## src/rtl/crypt_pkg.sv

```systemverilog
// crypt_pkg: mode encoding, byte rotations and round-key derivation shared by the cipher pipeline
package crypt_pkg;
  typedef enum logic {CRYPT_ENC = 1'b0, CRYPT_DEC = 1'b1} crypt_mode_e;
  localparam int KEY_MAX = 1024;
  function automatic logic [7:0] rotl8(input logic [7:0] x);
    return {x[6:0], x[7]};
  endfunction
  function automatic logic [7:0] rotr8(input logic [7:0] x);
    return {x[0], x[7:1]};
  endfunction
  // key arrives zero-extended to KEY_MAX; kbytes is the real key width in bytes
  function automatic logic [7:0] round_key(input logic [KEY_MAX-1:0] key, input logic [7:0] r, input int kbytes);
    return key[8*(int'(r) % kbytes) +: 8] ^ r;
  endfunction
endpackage

```

## src/rtl/crypt_round.sv

```systemverilog
// crypt_round: one combinational cipher round, direction chosen by the beat's own mode
module crypt_round
  import crypt_pkg::*;
#(
  parameter int NBYTES = 16,
  parameter int KEY_W  = 32
) (
  input  crypt_mode_e             mode,
  input  logic [7:0]              rnd,
  input  logic [KEY_W-1:0]        key,
  input  logic [8*NBYTES-1:0]     din,
  output logic [8*NBYTES-1:0]     dout
);
  logic [7:0] rk;
  always_comb begin
    rk = round_key(KEY_MAX'(key), rnd, KEY_W/8);
    dout = '0;
    for (int i = 0; i < NBYTES; i++)
      dout[8*i +: 8] = mode == CRYPT_DEC ? rotr8(din[8*((i+NBYTES-1)%NBYTES) +: 8]) ^ rk
                                         : rotl8(din[8*((i+1)%NBYTES) +: 8] ^ rk);
  end
endmodule

```

## src/rtl/crypt_pipe_param.sv

```systemverilog
// crypt_pipe_param: per-beat-mode pipelined cipher, one round per stage, global stall flow control.
// Optional CRYPT_STATS_EN adds saturating enc_count/dec_count of consumed results.
module crypt_pipe_param
  import crypt_pkg::*;
#(
  parameter int NBYTES  = 16,
  parameter int NROUNDS = 4,
  parameter int KEY_W   = 32
) (
  input  logic                clk,
  input  logic                reset,
  input  logic                in_valid,
  output logic                in_ready,
  input  logic                in_mode,
  input  logic [KEY_W-1:0]    in_key,
  input  logic [8*NBYTES-1:0] in_data,
  output logic                out_valid,
  input  logic                out_ready,
  output logic                out_mode,
  output logic [8*NBYTES-1:0] out_data
`ifdef CRYPT_STATS_EN
  ,
  output logic [15:0]         enc_count,
  output logic [15:0]         dec_count
`endif
);
  localparam int DW = 8*NBYTES;
  // the final stage's key feeds nothing downstream, so only the first NROUNDS-1 stages keep one
  localparam int KS = NROUNDS > 1 ? NROUNDS-1 : 1;
  logic stall;
  logic [NROUNDS-1:0] valid_q, valid_d, mode_q, mode_d, src_valid, src_mode;
  logic [KS-1:0][KEY_W-1:0] key_q, key_d;
  logic [NROUNDS-1:0][KEY_W-1:0] src_key;
  logic [NROUNDS-1:0][DW-1:0] data_q, data_d, src_data, rnd_data;
  assign stall     = valid_q[NROUNDS-1] & ~out_ready;
  assign in_ready  = ~stall;
  assign out_valid = valid_q[NROUNDS-1];
  assign out_mode  = mode_q[NROUNDS-1];
  assign out_data  = data_q[NROUNDS-1];
  for (genvar s = 0; s < NROUNDS; s++) begin : g_stage
    if (s == 0) begin : g_head
      // idle input slots load zeros so bubbles never carry X to the outputs
      assign src_valid[0] = in_valid;
      assign src_mode[0]  = in_valid & in_mode;
      assign src_key[0]   = in_valid ? in_key : '0;
      assign src_data[0]  = in_valid ? in_data : '0;
    end else begin : g_link
      assign src_valid[s] = valid_q[s-1];
      assign src_mode[s]  = mode_q[s-1];
      assign src_key[s]   = key_q[s-1];
      assign src_data[s]  = data_q[s-1];
    end
    crypt_round #(.NBYTES(NBYTES), .KEY_W(KEY_W)) u_round (
      .mode (crypt_mode_e'(src_mode[s])),
      .rnd  (src_mode[s] ? 8'(NROUNDS-1-s) : 8'(s)),
      .key  (src_key[s]),
      .din  (src_data[s]),
      .dout (rnd_data[s])
    );
  end
  always_comb begin
    valid_d = stall ? valid_q : src_valid;
    mode_d  = stall ? mode_q : src_mode;
    key_d   = stall ? key_q : src_key[KS-1:0];
    data_d  = stall ? data_q : rnd_data;
  end
  always_ff @(posedge clk) begin
    if (!reset) begin
      valid_q <= '0;
      mode_q  <= '0;
      key_q   <= '0;
      data_q  <= '0;
    end else begin
      valid_q <= valid_d;
      mode_q  <= mode_d;
      key_q   <= key_d;
      data_q  <= data_d;
    end
  end
`ifdef CRYPT_STATS_EN
  logic [15:0] enc_q, enc_d, dec_q, dec_d;
  logic fire;
  always_comb begin
    fire  = out_valid & out_ready;
    enc_d = enc_q + 16'(fire & ~out_mode & (enc_q != 16'hFFFF));
    dec_d = dec_q + 16'(fire & out_mode & (dec_q != 16'hFFFF));
  end
  always_ff @(posedge clk) begin
    if (!reset) begin
      enc_q <= '0;
      dec_q <= '0;
    end else begin
      enc_q <= enc_d;
      dec_q <= dec_d;
    end
  end
  assign enc_count = enc_q;
  assign dec_count = dec_q;
`endif
endmodule

```

## config.mk

```make
export PLATFORM = sky130hd
export DESIGN_NAME = crypt_pipe_param
export DESIGN_NICKNAME = d
export VERILOG_FILES = /design/src/rtl/crypt_pkg.sv /design/src/rtl/crypt_round.sv /design/src/rtl/crypt_pipe_param.sv
export SDC_FILE = /design/constraint.sdc
export NUM_CORES = 2
export LEC_CHECK = 0
export ABC_AREA = 0
export CORE_ASPECT_RATIO = 1.2
export CORE_MARGIN = 3
export CORE_UTILIZATION = 32
export DETAILED_ROUTE_END_ITERATION = 10
export GPL_TIMING_DRIVEN = 0
export PLACE_DENSITY = 0.46
export REMOVE_ABC_BUFFERS = 1
export SETUP_SLACK_MARGIN = 0.3
export SLEW_MARGIN = 25
export SYNTH_ARGS = -nofsm -noshare
export SYNTH_HDL_FRONTEND = slang
export SYNTH_SLANG_ARGS = --single-unit
```

## constraint.sdc

```tcl
create_clock -name clk -period 3.55 [get_ports clk]
set_input_delay 0.355 -clock clk [delete_from_list [all_inputs] [get_ports clk]]
set_output_delay 0.355 -clock clk [all_outputs]
set_load 0.02 [all_outputs]
```

==> reports/metrics.cfg <==
[status]
status=finished, final reports clean

[synth]
mappedNetlistArea_sq_um=35110
ys_types=22
seq_area_frac_synth_pct=34.21
ys_ff_latch=600
synth_warnings=0
syn_inst=3808
syn_avg_cell_area_sq_um=9.220

[critical_path]
cp_top_family=buffers and inverters
startpoint=valid_q[3]
crit_path_end_kind=flip-flop
crit_required_ns=4.05
cp.arrival_ns=3.65
crit_type=flip-flop to flip-flop
crit_top_cell=buf_16
cp_cell_sequence=nor2b_4 -> buf_16 -> buf_16 -> buf_16 -> buf_16 -> buf_16 -> buf_16 -> inv_8 -> buf_16 -> and3_4 -> buf_12 -> buf_16 -> a22o_1
slowest_stage=dfxtp_1
r2r_end=data_q[31]
start_kind=flip-flop
reg2reg_from=valid_q[3]
path_buf_inv=10
cp_max_fo=49
slowest_delay_ns=0.37
reg2reg_depth=13
r2r_slack_ns=0.40

[global_route]
grt_overflow=0
antenna_found_initial=12
grt.busiest_layer=met2
grtUsageMet2_pct=29.07
grt_util_met1_pct=27.55
grt_pass1_wl_microns=165500
grt_max_degree=107
grt_pass1_vias=24410
track_usage_pct=18.99
use_met3_pct=3.409

[timing]
rsz0062_at_grt=yes
period_needed_ns=3.149
fin_tns_setup_ns=0
holdWs_ns=0.08830
worst_slew_pin_slew_ns=1.063
slew_headroom_pct=29.03
finalSetupViolations=0
fmax_mhz=317.6
hold_viol=0
finClkSkew_ns=0.01843
period_share_pct=88.69
maxSlewViolCount=0

[finish]
area_growth_pct=16.20
fillCellCount=11160
nets=3890
final_layout_size_suffix_gt1_share_pct=6.384

[route]
wirelength_microns=111300
post-route-drc-count=0
initialDrtViolationCount=1225
viasPerCell=4.839
ant_nets=0
via_count=25110
dr.pass1.iters=5
wl_per_cell_microns=21.45

[clock_tree]
hold_buffers=0
cts_tree=done
cts_inserted_buffers=67
htree_levels=3
clk_latency_ns=0.62
clockBufferDepth=3
clkTransAtPathRegs_ns=0.06
cts-root-buf=clkbuf_16
clkSinkCount=600

[hold_path]
hp-class=primary input to flip-flop
worstHoldStart=in_valid
hold_depth=3
holdPathEnd=key_q[23]

[floorplan]
pin_count=296
row_count=132
die_y_microns=368.9
core_area_sq_um=108300
start_util_pct=32.41
dieArea_sq_um=113700
die_w_microns=308.4

[power]
cellPowerDensity_nw_per_um2=436.4
p_leak_nw=17.12
ir_drop_v=0.0002657

[place]
port-buffer-count=295
hpwl_microns=75570
gp_congestion=0.7441

[run]
drv_cap=0

[timing repair]
| item | CTS | global route |
|---|---|---|
| setup buffers | 6 | 0 |
| resized for setup | 5 | 4 |
| pin swaps | 2 | 0 |
| endpoints found under the setup margin | 449 | 54 |
| gates cloned | 4 | 1 |
[synth_stat cells]
master	number	area [sq um]
xor2_1	736	6446
dfxtp_1	600	12010
mux2i_1	496	4965
o21ai_0	384	1922
nand3_1	354	1772
xnor2_1	288	2522
buf_2	228	1141
nand2_1	143	536.8
buf_4	137	1028
clkbuf_1	123	461.7
a22o_1	112	980.9
a21boi_0	86	645.6
a21oi_1	64	320.3
buf_1	19	71.32
o22ai_1	16	100.1
o2bb2ai_1	16	140.1
a21boi_1	1	7.510
and2_1	1	6.260
and3_1	1	6.260
inv_2	1	3.750
nor2b_4	1	13.76
o21a_1	1	7.510
[layer usage]
metal	vias up	share of wire, %
li1	12630	-
met1	11980	50
met2	377	44
met3	114	4.3
met4	10	1.7
met5	-	0.063
[final cells by class]
class	count	area (sq um)	share of cell area, %
tap	1407	1760	4.315
clock buffer	101	2113	5.180
sequential	600	12080	29.60
antenna	6	15.01	0.03680
multi-input combinational	2703	20450	50.13
inverter	1	11.26	0.02760
clock inverter	18	180.2	0.4416
timing repair buffer	352	4189	10.27
[registers in the layout, indices dropped and copies added (netlist names)]
register,cells
key_q,80
out_data,128
data_q,384
valid_q,4
mode_q,4
[worst max path at each step]
stage	slack, ns	cells past startpoint	end
CTS	0.29	13	data_q[31]
global placement	-36.13	3	data_q[254]
detailed placement	-0.88	14	data_q[195]
global route	0.26	13	data_q[31]
floorplan	-9.78	4	data_q[128]
finish	0.40	13	data_q[31]
[per-stage QoR]
step                total power [mW]  instances  cell area, sq um  setup WS [ns]  util (%)
finish                         17.80       5188             40800         0.4015     37.66
global route                   18.61       5185             40790         0.2643     37.65
CTS                            18.06       5181             40740         0.2890     37.60
detailed placement             10.68       5052             38320        -0.8800     35.37
global placement               10.81       5003             37120         -36.13     34.26
floorplan                      9.360       3301             32410         -9.777         -
[cells in the final DEF, fill, tap and decap left out, types with 2 or more instances in the layout]
| cell | count |
|---|---|
| xor2_1 | 736 |
| dfxtp_1 | 553 |
| mux2i_1 | 496 |
| o21ai_0 | 384 |
| nand3_1 | 353 |
| xnor2_1 | 288 |
| clkdlybuf4s50_1 | 275 |
| nand2_1 | 142 |
| a22o_1 | 112 |
| a21boi_0 | 86 |
| clkbuf_16 | 75 |
| a21oi_1 | 64 |
| dfxtp_2 | 44 |
| buf_16 | 31 |
| buf_2 | 18 |
| buf_12 | 18 |
| o22ai_1 | 16 |
| o2bb2ai_1 | 16 |
| clkbuf_8 | 16 |
| clkbuf_1 | 11 |
| clkinv_2 | 10 |
| diode_2 | 6 |
| buf_4 | 6 |
| clkinvlp_4 | 3 |
| bufinv_16 | 3 |
| dfxtp_4 | 3 |
| nand2_4 | 2 |
| buf_8 | 2 |
[logic make-up after synthesis]
kind of cell / synth area share (%)
buffers and inverters: 7.708
XOR/XNOR: 25.54
AO/OA/AOI/OAI: 11.75
multiplexers: 14.14
flip-flops: 34.21
AND/OR/NAND/NOR: 6.650
[power by group]
group          total [mW]  internal (mW)  switching [mW]
clock network        7.28           4.33            2.94
logic                2.73           1.34            1.39
registers            7.80           7.17           0.625
total                17.8           12.8            4.96
[worst min-delay path, stage by stage]
cell	delay [ns]
buf_2	0.16
nand3_1	0.08
a21boi_0	0.07
(Power assumes the default switching activity.)
